**config.mk**
```make
export PLATFORM = sky130hd
export DESIGN_NAME = adder_ramp
export DESIGN_NICKNAME = d
export VERILOG_FILES = /design/src/rtl/adder_ramp.sv
export SDC_FILE = /design/constraint.sdc
export NUM_CORES = 1
export LEC_CHECK = 0
export CAP_MARGIN = 30
export CORE_MARGIN = 3
export CORE_UTILIZATION = 50
export DETAILED_ROUTE_END_ITERATION = 10
export GPL_ROUTABILITY_DRIVEN = 0
export PLACE_DENSITY = 0.8
export SYNTH_ARGS = -nofsm -noshare
export SYNTH_HDL_FRONTEND = slang
export SYNTH_SLANG_ARGS = --single-unit
export TNS_END_PERCENT = 10
```
**constraint.sdc**
```tcl
create_clock -name Tick -period 3.21 [get_ports Tick]
set_input_delay 0.8025 -clock Tick [delete_from_list [all_inputs] [get_ports Tick]]
set_output_delay 0.8025 -clock Tick [all_outputs]
set_load 0.02 [all_outputs]
```
**src/rtl/adder_ramp.sv**
```systemverilog
// adder_ramp: armed saturating ramp generator with hold, completion pulse and ramp counter
module adder_ramp #(
  parameter logic [4:0] TOP   = 5'b11111,
  parameter logic [4:0] START = 5'b00000
) (
  input  logic       Tick,
  input  logic       Reset,
  input  logic [4:0] In,
  input  logic [2:0] Step,
  input  logic       Hold,
  output logic [4:0] Out,
  output logic       state,
  output logic       Done,
  output logic [7:0] Ramps
);
  typedef enum logic [1:0] {IDLE, RAMP, FINISH} fsm_t;
  fsm_t fsm;
  logic [5:0] sum;
  assign sum = {1'b0, Out} + {3'b000, (Step == 3'd0) ? 3'd1 : Step};
  always_ff @(posedge Tick) begin
    if (Reset) begin
      fsm   <= IDLE;
      Out   <= 5'd0;
      state <= 1'b0;
      Done  <= 1'b0;
      Ramps <= 8'd0;
    end else begin
      case (fsm)
        IDLE:
          if (In == START) begin
            Out   <= In;
            state <= 1'b1;
            fsm   <= RAMP;
          end
        RAMP:
          if (!Hold) begin
            Out  <= (sum >= {1'b0, TOP}) ? TOP : sum[4:0];
            Done <= sum >= {1'b0, TOP};
            fsm  <= (sum >= {1'b0, TOP}) ? FINISH : RAMP;
          end
        FINISH: begin
          Done  <= 1'b0;
          state <= 1'b0;
          Ramps <= (Ramps == 8'd255) ? Ramps : Ramps + 8'd1;
          fsm   <= IDLE;
        end
        default: fsm <= IDLE;
      endcase
    end
  end
endmodule

```
Yosys cells after proc, flatten, opt, wreduce, memory -nomap -nowiden
Index checks and enable logic that the tools add are counted.

storage, ports and cells
  register bits = 17
  input port bits = 11
  output and inout port bits = 15
  word-level logic and storage cells = 38

cells by class
  $add $sub $neg = 2
  $lt $le $gt $ge = 1
  eq/ne operators = 5
  multiplexer cells = 13
  bitwise logic cells = 1
  reductions and logical operators = 11

operators by type and width
  operator                                                           number
  two-way mux 5 bit                                                  3
  case mux 5 bit (2 select lines)                                    1
  adder 8 x 1 -> 8 bit, second input constant                        1
  equality test 8 bit, second input constant                         1
  AND reduction 2 bit                                                4
  adder 5 x 3 -> 6 bit                                               1
  greater-or-equal comparator 6 x 5 -> 1 bit, second input constant  1
  two-way mux 2 bit                                                  3
  nonzero test 2 bit                                                 3
  zero test 5 bit                                                    1
  inequality test 2 bit, second input constant                       2
  case mux 1 bit (2 select lines)                                    2
  case mux 2 bit (2 select lines)                                    1
  zero test 3 bit                                                    1
  two-way mux 3 bit                                                  1
  AND reduction 3 bit                                                1
  equality test 2 x 1 -> 1 bit, second input constant                1
  equality test 2 bit, second input constant                         1
  zero test 2 bit                                                    1
  two-way mux 1 bit                                                  2
  NOT 1 bit                                                          1

Depth between registers and ports, before layout
  depth in word-level cells = 7
  gate-level depth with buffers = 8

Least setup slack after synthesis
OpenSTA, ideal clock, no wires.

  path kind = input-to-reg
  from = input Step[1]
  to = register fsm[1]
  arrival time = 2.330 ns
  slack = 0.764 ns
  stages on the path = 8
  path buffers = 0
  cell sequence = o21bai_1 > ha_1 > inv_1 > fa_1 > xnor2_1 > and3_1 > maj3_2 > nor3b_1

on the way
  word-level cells in the longest chain between the ends = 7

RTL lines
  what                                            line  source
  start, declared                                 9     input logic [2:0] Step,
  zero test 3 bit                                 19    assign sum = {1'b0, Out} + {3'b000, (Step == 3'd0) ? 3'd1 : Step};
  two-way mux 3 bit (*)                           19
  adder 5 x 3 -> 6 bit (*)                        19
  greater-or-equal comparator 6 x 5 -> 1 bit (*)  39    fsm <= (sum >= {1'b0, TOP}) ? FINISH : RAMP;
  two-way mux 2 bit (*)                           39
  two-way mux 2 bit (*)                           36    if (!Hold) begin
  case mux 2 bit (2 select lines) (*)             28    case (fsm)
  end signal, assigned                            39
  end, declared                                   17    fsm_t fsm;

Every way passes the cells marked *; elsewhere a longest branch is shown, timed or not. The select of a mux whose other input is x is not followed.
A chain may end at the register's enable or synchronous reset.

Worst setup path after layout
Same ends and word-level chain as after synthesis.

==> results.yml <==
critical_path:
  cp-end-kind: "flop"
  start_kind: "input port"
  cp_data_required_time_ps: 3400
  critPathKind: "input port to flop"
  crit_family: "adder cells"
  worst-path-buf-inv: 2
  r2r_setup_slack_ps: 1240
  startpoint: "Step[1]"
  crit_path_max_incr_delay_ps: 460
  cpMaxStageDelayCell: "clkdlybuf4s50_1"
  rr_startpoint: "Out[0]"
  worstPathArrival_ps: 2910
  crit_chain: "clkdlybuf4s50_1 > o21bai_1 > ha_1 > inv_1 > fa_1 > xnor2_1 > and3_1 > maj3_2 > nor3b_1"
  crit_fanout: 3
cts:
  post_cts_resized: 0
  post_cts_buffers: 0
  clk_pin_slew_ps: 100
  worstSkewPairLatency_ps: 290
  cts_root_buf: "clkbuf_4"
  cts.path.max_buffers: 2
  postCtsHoldBufs: 0
  clock-sinks: 17
  cts_buffers: 3
  cts_max_level: 1
  cts_tree: "done"
routing:
  dr.pass1.iters: 4
  ant_nets: 0
  drt_iter0_drc: 34
  drt_wl_total_um: 2340
  drc: 0
  vias: 918
  viasPerCell: 5.85
  routedWlPerCell_um: 14.9
yosys:
  ys_seq_area_share_pct: 35.9
  synth_top_cell_by_area: "dfxtp_1"
  synth_fp_nets: 123
  postSynthRegisterBits: 17
  netlist_area_um2: 947
  postSynthAreaPerCell_um2: 8.85
  ys_types: 39
  syn_inst: 107
  synth.top_cell.area_share_pct: 35.9
  yosysWarnings: 0
  synth_area_leaders: "dfxtp_1 (36%), ha_1 (5.3%), nor2_1 (3.6%)"
timing:
  tns_ps: 0
  tightest_slew_ps: 399
  fin_skew_ps: 6.31
  slew_viol_final: 0
  post-route-min-period_ps: 2720
  max_slew_margin_pct: 73.1
  setup_viol_count_final: 0
  rsz0062_at_grt: "false"
  finalHoldViolations: 0
  period_share_pct: 84.8
  fmax_mhz: 368
run_status:
  outcome: "finished clean"
floorplanning:
  rows: 15
  die_y_um: 49.5
  pin_count: 26
  core_um2: 1760
  initial_core_util_pct: 53.7
  dieArea_um2: 2450
  die_w_um: 49.5
grt:
  gr-total-overflow: 0
  grt_pass1_wl_um: 3970
  grt_max_degree: 12
  antenna_found_initial: 0
  grt_util_all_layers_pct: 20.8
  first_global_vias: 839
power:
  ir_drop_v: 0.000211
  power.total_uw: 362
  powerDensity_nw_per_um2: 291
  p_leak_nw: 0.439
finish:
  layout-area-overhead-vs-synth_pct: 31.3
  n_antenna_cell: 0
  layout.nets: 149
  drive_gt1_share_pct: 8.33
min_path:
  min-delay-start: "state"
  hp-class: "flop to flop"
placement:
  portBuffers: 25
  dp_hpwl_um: 1800
flow_run:
  cap_violations: 0
tightest hold or removal path, cell delays in order, from the launching register on:
cell and delay (ps):
dfxtp_1 320, nor2_1 100, nor3_1 50
metal layers:
metal / global-route usage (%) / part of all wire, % / vias to the layer above
li1: - / - / 444
met1: 28.7 / 45 / 417
met2: 31.3 / 45 / 49
met3: 4.53 / 7.8 / 8
met4: 8.29 / 2.0 / 0
met5: 0 / 0 / -
synth_stat cells:
master and instances:
o32ai_1 3, nand3_1 3, nand4b_1 1, nor3_2 1
o21bai_1 1, o21ba_2 1, a311oi_1 1, nor2_1 9
or3_1 1, a311o_1 1, nor3b_1 2, nand2_1 4
clkbuf_1 5, o211ai_1 3, ha_1 4, o21ai_0 5
nor3_1 2, xor2_1 3, and2b_4 1, o2111ai_1 1
fa_1 1, dfxtp_1 17, xnor2_1 1, and3_1 2
nand2b_1 1, or4_1 1, inv_1 8, maj3_2 1
nand2_2 1, a31oi_1 4, a21boi_0 1, mux2i_1 1
nand4_1 2, nor2b_1 2, a21oi_1 6, a221oi_2 1
and4b_1 1, nand4_4 1, a211oi_1 3
worst paths after layout:
check	end	cells after the start
setup / recovery	fsm[1]	9
hold / removal	state	2
setup reg to reg	fsm[1]	7
hold reg to reg	state	2
layout make-up:
| class | count | area (um2) |
|---|---|---|
| flip-flops and latches | 17 | 340 |
| inverters | 8 | 30.0 |
| repair buffers | 26 | 258 |
| well taps | 25 | 31.3 |
| clock buffers | 4 | 26.3 |
| fillers | 167 | 520 |
| multi-input cells | 77 | 558 |
flip-flops by register name, summed over array words and instances, names as in the netlist:
register and count:
Ramps 8, state 1, Done 1, fsm 2
Out 5
power breakdown:
group	switching (mW)	internal (mW)
Combinational	0.0145	0.0187
Sequential	0.000922	0.212
Clock	0.0682	0.0483
Total	0.0836	0.279
cell usage in the layout (no fill, tap or decap), drive strengths merged, types with 2 or more instances in the layout:
| cell | netlist | final |
|---|---|---|
| clkbuf | 5 | 4 |
| ha | 4 | 4 |
| a21oi | 6 | 6 |
| o21ai | 5 | 5 |
| nor2 | 9 | 9 |
| clkdlybuf4s50 | 0 | 25 |
| nor2b | 2 | 2 |
| nand4 | 3 | 3 |
| o32ai | 3 | 3 |
| nand3 | 3 | 3 |
| nand2 | 5 | 5 |
| xor2 | 3 | 3 |
| a211oi | 3 | 3 |
| nor3 | 3 | 3 |
| inv | 8 | 8 |
| dfxtp | 17 | 17 |
| nor3b | 2 | 2 |
| a31oi | 4 | 4 |
| and3 | 2 | 2 |
| o211ai | 3 | 3 |
per-stage QoR:
step,setup WS (ps),std cells,hold WS [ps],util (%),area [um2]
6_report,489,157,496,70.5,1240
3_5_place_dp,195,153,482,69.0,1220
5_1_grt,368,157,528,70.5,1240
4_1_cts,508,157,500,70.5,1240
2_1_floorplan,764,107,560,-,947
3_3_place_gp,259,153,485,69.0,1220
cell families after synthesis:
kind of cell,share of synthesized area (%)
simple gates,22.5
compound gates,23.1
flops,35.9
buf+inv,5.15
fa+ha+maj,8.59
xor+xnor,3.70
mux,1.06
(Power assumes the default switching activity.)
